`src/rtl/maxnet_loader.sv`:
```
// Stream loader for the MaxNet datapath: fills the X and W register banks from a valid/ready word stream.
// Optional macro MAXNET_LOADER_GEN_WEIGHTS_EN: load only X and generate the W bank from DIAG_VAL/OFF_VAL.
module maxnet_loader #(
  parameter int                 WIDTH    = 32,
  parameter int                 N        = 4,
  parameter logic [WIDTH-1:0]   DIAG_VAL = 32'h3F800000,
  parameter logic [WIDTH-1:0]   OFF_VAL  = 32'hBE000000
) (
  input  logic                   clk,
  input  logic                   rst,
  input  logic                   start,
  input  logic [WIDTH-1:0]       in_data,
  input  logic                   in_valid,
  output logic                   in_ready,
  output logic [N*WIDTH-1:0]     x_bus,
  output logic [N*N*WIDTH-1:0]   w_bus,
  output logic [4:0]             load_cnt,
  output logic                   busy,
  output logic                   done
);

  localparam int XB = $clog2(N);
  localparam int WB = $clog2(N*N);
  localparam logic [4:0] CNT_LAST_X = 5'(N - 1);
  localparam logic [4:0] CNT_LAST_W = 5'(N + N*N - 1);

  typedef enum logic [1:0] {ST_IDLE, ST_LOAD_X, ST_LOAD_W, ST_DONE} state_e;

  state_e            state_q;
  logic [WIDTH-1:0]  x_q [N];
  logic [WIDTH-1:0]  w_q [N*N];
  logic [4:0]        load_cnt_q;
  logic [4:0]        load_cnt_d;
  logic              in_ready_q;
  logic              busy_q;
  logic              done_q;
  logic [XB-1:0]     x_idx_s;
  logic [WB-1:0]     w_idx_s;

  assign load_cnt_d = load_cnt_q + 5'd1;
  assign x_idx_s    = XB'(load_cnt_q);
  assign w_idx_s    = WB'(load_cnt_q - 5'(N));

`ifndef MAXNET_LOADER_GEN_WEIGHTS_EN
  logic unused_gen_s;
  assign unused_gen_s = ^{DIAG_VAL, OFF_VAL};
`endif

  // Sequencer, bank writes and handshake/status outputs share one registered block.
  always_ff @(posedge clk) begin
    if (rst) begin
      state_q    <= ST_IDLE;
      load_cnt_q <= 5'd0;
      in_ready_q <= 1'b0;
      busy_q     <= 1'b0;
      done_q     <= 1'b0;
      for (int k = 0; k < N; k++) x_q[k] <= '0;
      for (int k = 0; k < N*N; k++) w_q[k] <= '0;
    end else begin
      case (state_q)
        ST_IDLE: begin
          if (start) begin
            state_q    <= ST_LOAD_X;
            load_cnt_q <= 5'd0;
            in_ready_q <= 1'b1;
            busy_q     <= 1'b1;
          end
        end
        ST_LOAD_X: begin
          if (in_valid) begin
            x_q[x_idx_s] <= in_data;
            load_cnt_q   <= load_cnt_d;
            if (load_cnt_q == CNT_LAST_X) begin
`ifdef MAXNET_LOADER_GEN_WEIGHTS_EN
              state_q    <= ST_DONE;
              in_ready_q <= 1'b0;
              busy_q     <= 1'b0;
              done_q     <= 1'b1;
              for (int i = 0; i < N; i++) begin
                for (int j = 0; j < N; j++) begin
                  w_q[i*N+j] <= (i == j) ? DIAG_VAL : OFF_VAL;
                end
              end
`else
              state_q <= ST_LOAD_W;
`endif
            end
          end
        end
        ST_LOAD_W: begin
          if (in_valid) begin
            w_q[w_idx_s] <= in_data;
            load_cnt_q   <= load_cnt_d;
            if (load_cnt_q == CNT_LAST_W) begin
              state_q    <= ST_DONE;
              in_ready_q <= 1'b0;
              busy_q     <= 1'b0;
              done_q     <= 1'b1;
            end
          end
        end
        ST_DONE: begin
          // Restart keeps the old bank contents; each word is overwritten as it arrives.
          if (start) begin
            state_q    <= ST_LOAD_X;
            load_cnt_q <= 5'd0;
            in_ready_q <= 1'b1;
            busy_q     <= 1'b1;
            done_q     <= 1'b0;
          end
        end
        default: begin
          state_q    <= ST_IDLE;
          load_cnt_q <= 5'd0;
          in_ready_q <= 1'b0;
          busy_q     <= 1'b0;
          done_q     <= 1'b0;
        end
      endcase
    end
  end

  for (genvar k = 0; k < N; k++) begin : g_x_bus
    assign x_bus[k*WIDTH +: WIDTH] = x_q[k];
  end

  for (genvar k = 0; k < N*N; k++) begin : g_w_bus
    assign w_bus[k*WIDTH +: WIDTH] = w_q[k];
  end

  assign in_ready = in_ready_q;
  assign load_cnt = load_cnt_q;
  assign busy     = busy_q;
  assign done     = done_q;

endmodule

```
`config.mk`:
```
export PLATFORM = sky130hd
export DESIGN_NAME = maxnet_loader
export DESIGN_NICKNAME = d
export VERILOG_FILES = /design/src/rtl/maxnet_loader.sv
export SDC_FILE = /design/constraint.sdc
export NUM_CORES = 1
export LEC_CHECK = 0
export BUFFER_PORTS_ARGS = -buffer_cell sky130_fd_sc_hd__buf_2
export CORE_MARGIN = 8
export CORE_UTILIZATION = 35
export CTS_CLUSTER_DIAMETER = 80
export DETAILED_ROUTE_END_ITERATION = 10
export PLACE_DENSITY = 0.66
export SYNTH_ARGS = -nofsm -noshare
export SYNTH_HDL_FRONTEND = slang
export SYNTH_SLANG_ARGS = --single-unit
```
`constraint.sdc`:
```
create_clock -name clk -period 3.6 [get_ports clk]
set_input_delay 0.18 -clock clk [delete_from_list [all_inputs] [get_ports clk]]
set_output_delay 0.18 -clock clk [all_outputs]
set_load 0.02 [all_outputs]
```
==> impl_metrics.csv <==
group,metric,value,unit
worst_setup_path,crit_path_max_incr_delay,0.68,ns
clock_network,holdBufCountCts,1,
floorplan,die_h,282.6,µm
global_route,grt_use_total,19.61,%
worst_setup_path,worstPathArrival,2.69,ns
drt,vias,15250,
global_route,grt_pass1_wl,111900,µm
clock_network,clk_pin_slew,0.06,ns
clock_network,cts-buffers-inserted,71,
power,power.density,565.8,nW/µm²
timing,rsz0062_at_grt,"no",
worst_setup_path,critPathLaunchType,"register",
drt,ant_nets,0,
synth,synthCells,1536,
hold_path,worstHoldPathType,"input pin to register",
worst_setup_path,critPathSlowestCell,"or2_2",
worst_setup_path,cp.required,3.81,ns
timing,layout_setup_ws,1.122,ns
synth,yosys_register_bits,649,
global_route,grt_start_max_net_pins,39,
clock_network,clockBufferDepth,3,
synth,yosysTopAreaCell,"edfxtp_1",
timing,slew_violations,0,
worst_setup_path,path_max_fanout,32,
outcome,status,"finished, final reports clean",
place,placed_cell_area,29150,µm²
clock_network,cts_resized,0,
synth,synth_edf_count,640,
floorplan,rows,97,
cells_and_area,post-route-cell-area,31460,µm²
worst_setup_path,path_buf_inv,0,
synth,synth_ff_type,"edfxtp_1",
synth,netlist_top_cells_area,"edfxtp_1 77%, and2_1 15%, clkbuf_1 1.1%",
worst_setup_path,path_cells,"ha_1 > nand3_4 > nor3_4 > or2_2",
floorplan,dieArea,79850,µm²
drt,avgViaCountPerCell,4.787,
synth,synth-seq-area-share,77.99,%
clock_network,cts_sinks,649,
place,dpl.hpwl,56720,µm
synth,async_reset_ff_share,0,%
hold_path,hold_depth,2,
drt,remaining_drc_errors,0,
worst_setup_path,r2r_cells,4,
synth,ys_types,42,
timing,fin_crit,2.478,ns
timing,setup_viol,0,
place,portBuffers,683,
worst_setup_path,timing.rr.start,"state_q[1]",
synth,syn_area,24870,µm²
timing,slew-limit-headroom,43.43,%
power,finalPower,17.80,mW
synth,yosys_warnings,0,
floorplan,die_w,282.6,µm
power,p_leak,13.34,nW
worst_setup_path,setup.worst_path.end_class,"register",
floorplan,ioPinCount,684,
timing,finClkSkew,0.03959,ns
hold_path,hp-start,"rst",
timing,finalSetupTns,0,ns
worst_setup_path,critPathTopFamily,"simple AND/OR/NAND/NOR gates",
clock_network,post_cts_buffers,0,
floorplan,initial_core_util,35.46,%
synth,synth_top_cell_area_share,77.26,%
worst_setup_path,crit_type,"register to register",
drt,wirelength,82420,µm
synth,avgSynthCellArea,16.19,µm²
synth,netlist_top_cells_count,"640 x edfxtp_1, 608 x and2_1, 76 x clkbuf_1",
flow_run,maxCapViolCount,0,
clock_network,h-tree-depth,3,
drt,avgRoutedWirePerCell,25.87,µm
place,placed_cells,3060,
synth,synth_nets,1579,
cells_and_area,drive_above_1_share,38.93,%
drt,dr.pass1.iters,5,
hold_path,min_to,"load_cnt[3]",
cells_and_area,fin_util,44.84,%
timing,min_period_over_period,68.84,%
cells_and_area,fin_nets,2237,
drt,first_iter_violations,1432,
global_route,grt_antenna_before_repair,12,
cells_and_area,final_cells,3186,
timing,worst_pin_slew,0.8486,ns
place,routabilityCongestion,0.7980,
worst_setup_path,timing.rr.end,"w_q[14][25]",
timing,finalHoldViolations,0,
floorplan,coreArea,70150,µm²
timing,holdWs,0.06322,ns
global_route,grt_pass1_vias,15350,
clock_network,clk_latency,0.61,ns
place,post-place-ws,0.7044,ns
clock_network,cts_tree,"yes",
timing,max_freq,0.4035,GHz
cells_and_area,area_growth,26.46,%
clock_network,root_buffer,"clkbuf_16",
synth,synthMostInstantiatedCell,"edfxtp_1",
power,ir_drop,368.3,µV
worst_setup_path,regToRegSetupSlack,1.12,ns
global_route,grt-ovfl-total,0,
where the power goes:
group          switching [mW]  total, mW  internal, mW
logic                    1.33       1.77         0.438
clock network            3.00       7.18          4.18
registers               0.163       8.85          8.68
total                    4.50       17.8          13.3
logic make-up after synthesis:
logic type / after synthesis / share of synthesized area [%]
xor gates and xnor gates: 3 / 0.1057
buffers and inverters: 146 / 2.666
DFF: 649 / 77.99
and+or+nand+nor: 711 / 18.29
muxes: 1 / 0.04024
adders and majority gates: 7 / 0.3521
AOI/OAI and AO/OA: 19 / 0.5584
sequential cells by signal, summed over array words and instances, names as in the netlist:
register,flops
busy,1
w_q,512
state_q,2
load_cnt,5
x_q,128
done,1
how the worst max path moves through the flow:
stage / start / end / slack (ns) / cells after the start
finish: state_q[1] / w_q[14][25] / 1.12 / 4
global route: state_q[1] / w_q[14][25] / 0.93 / 4
CTS: state_q[1] / w_q[14][4] / 1.12 / 4
detailed placement: rst / w_q[14][23] / 0.70 / 5
global placement: rst / w_q[14][25] / 0.81 / 5
floorplan: load_cnt[1] / w_q[14][0] / 1.40 / 4
final cells by class:
cell class,count,area [µm²]
Clock inverter,40,422.9
Timing Repair Buffer,725,3749
Fill cell,6245,38690
Tap cell,940,1176
Inverter,6,22.52
Multi-Input combinational cell,741,4817
Clock buffer,84,1868
Sequential cell,649,19400
Antenna cell,1,2.502
placed cells by master, fill, tap and decap left out, types with 4 or more instances in the layout:
cell / synthesis / routed
a21oi_1: 4 / 4
and2_1: 608 / 608
and3_1: 32 / 32
buf_2: 11 / 683
buf_4: 4 / 40
bufinv_16: 0 / 6
clkbuf_1: 76 / 11
clkbuf_16: 0 / 73
clkinv_1: 0 / 12
clkinv_2: 0 / 11
dfxtp_1: 9 / 9
edfxtp_1: 640 / 640
ha_1: 7 / 6
inv_1: 6 / 6
inv_6: 0 / 4
nand2_1: 8 / 8
nand3_4: 4 / 4
nor2_1: 6 / 6
nor2_2: 9 / 9
nor3_4: 7 / 7
or2_2: 19 / 19
metal layers:
layer  track usage (%)  share of wire [%]
met5                 0              0.016
met4             7.059                3.2
met3             6.441                 11
met2             33.72                 49
met1             22.83                 37
worst reg2reg max path, stage by stage (launching register included):
cell,delay (ns)
dfxtp_1,0.39
ha_1,0.50
nand3_4,0.25
nor3_4,0.23
or2_2,0.68
Note: power is estimated with default switching activity, not from simulation.
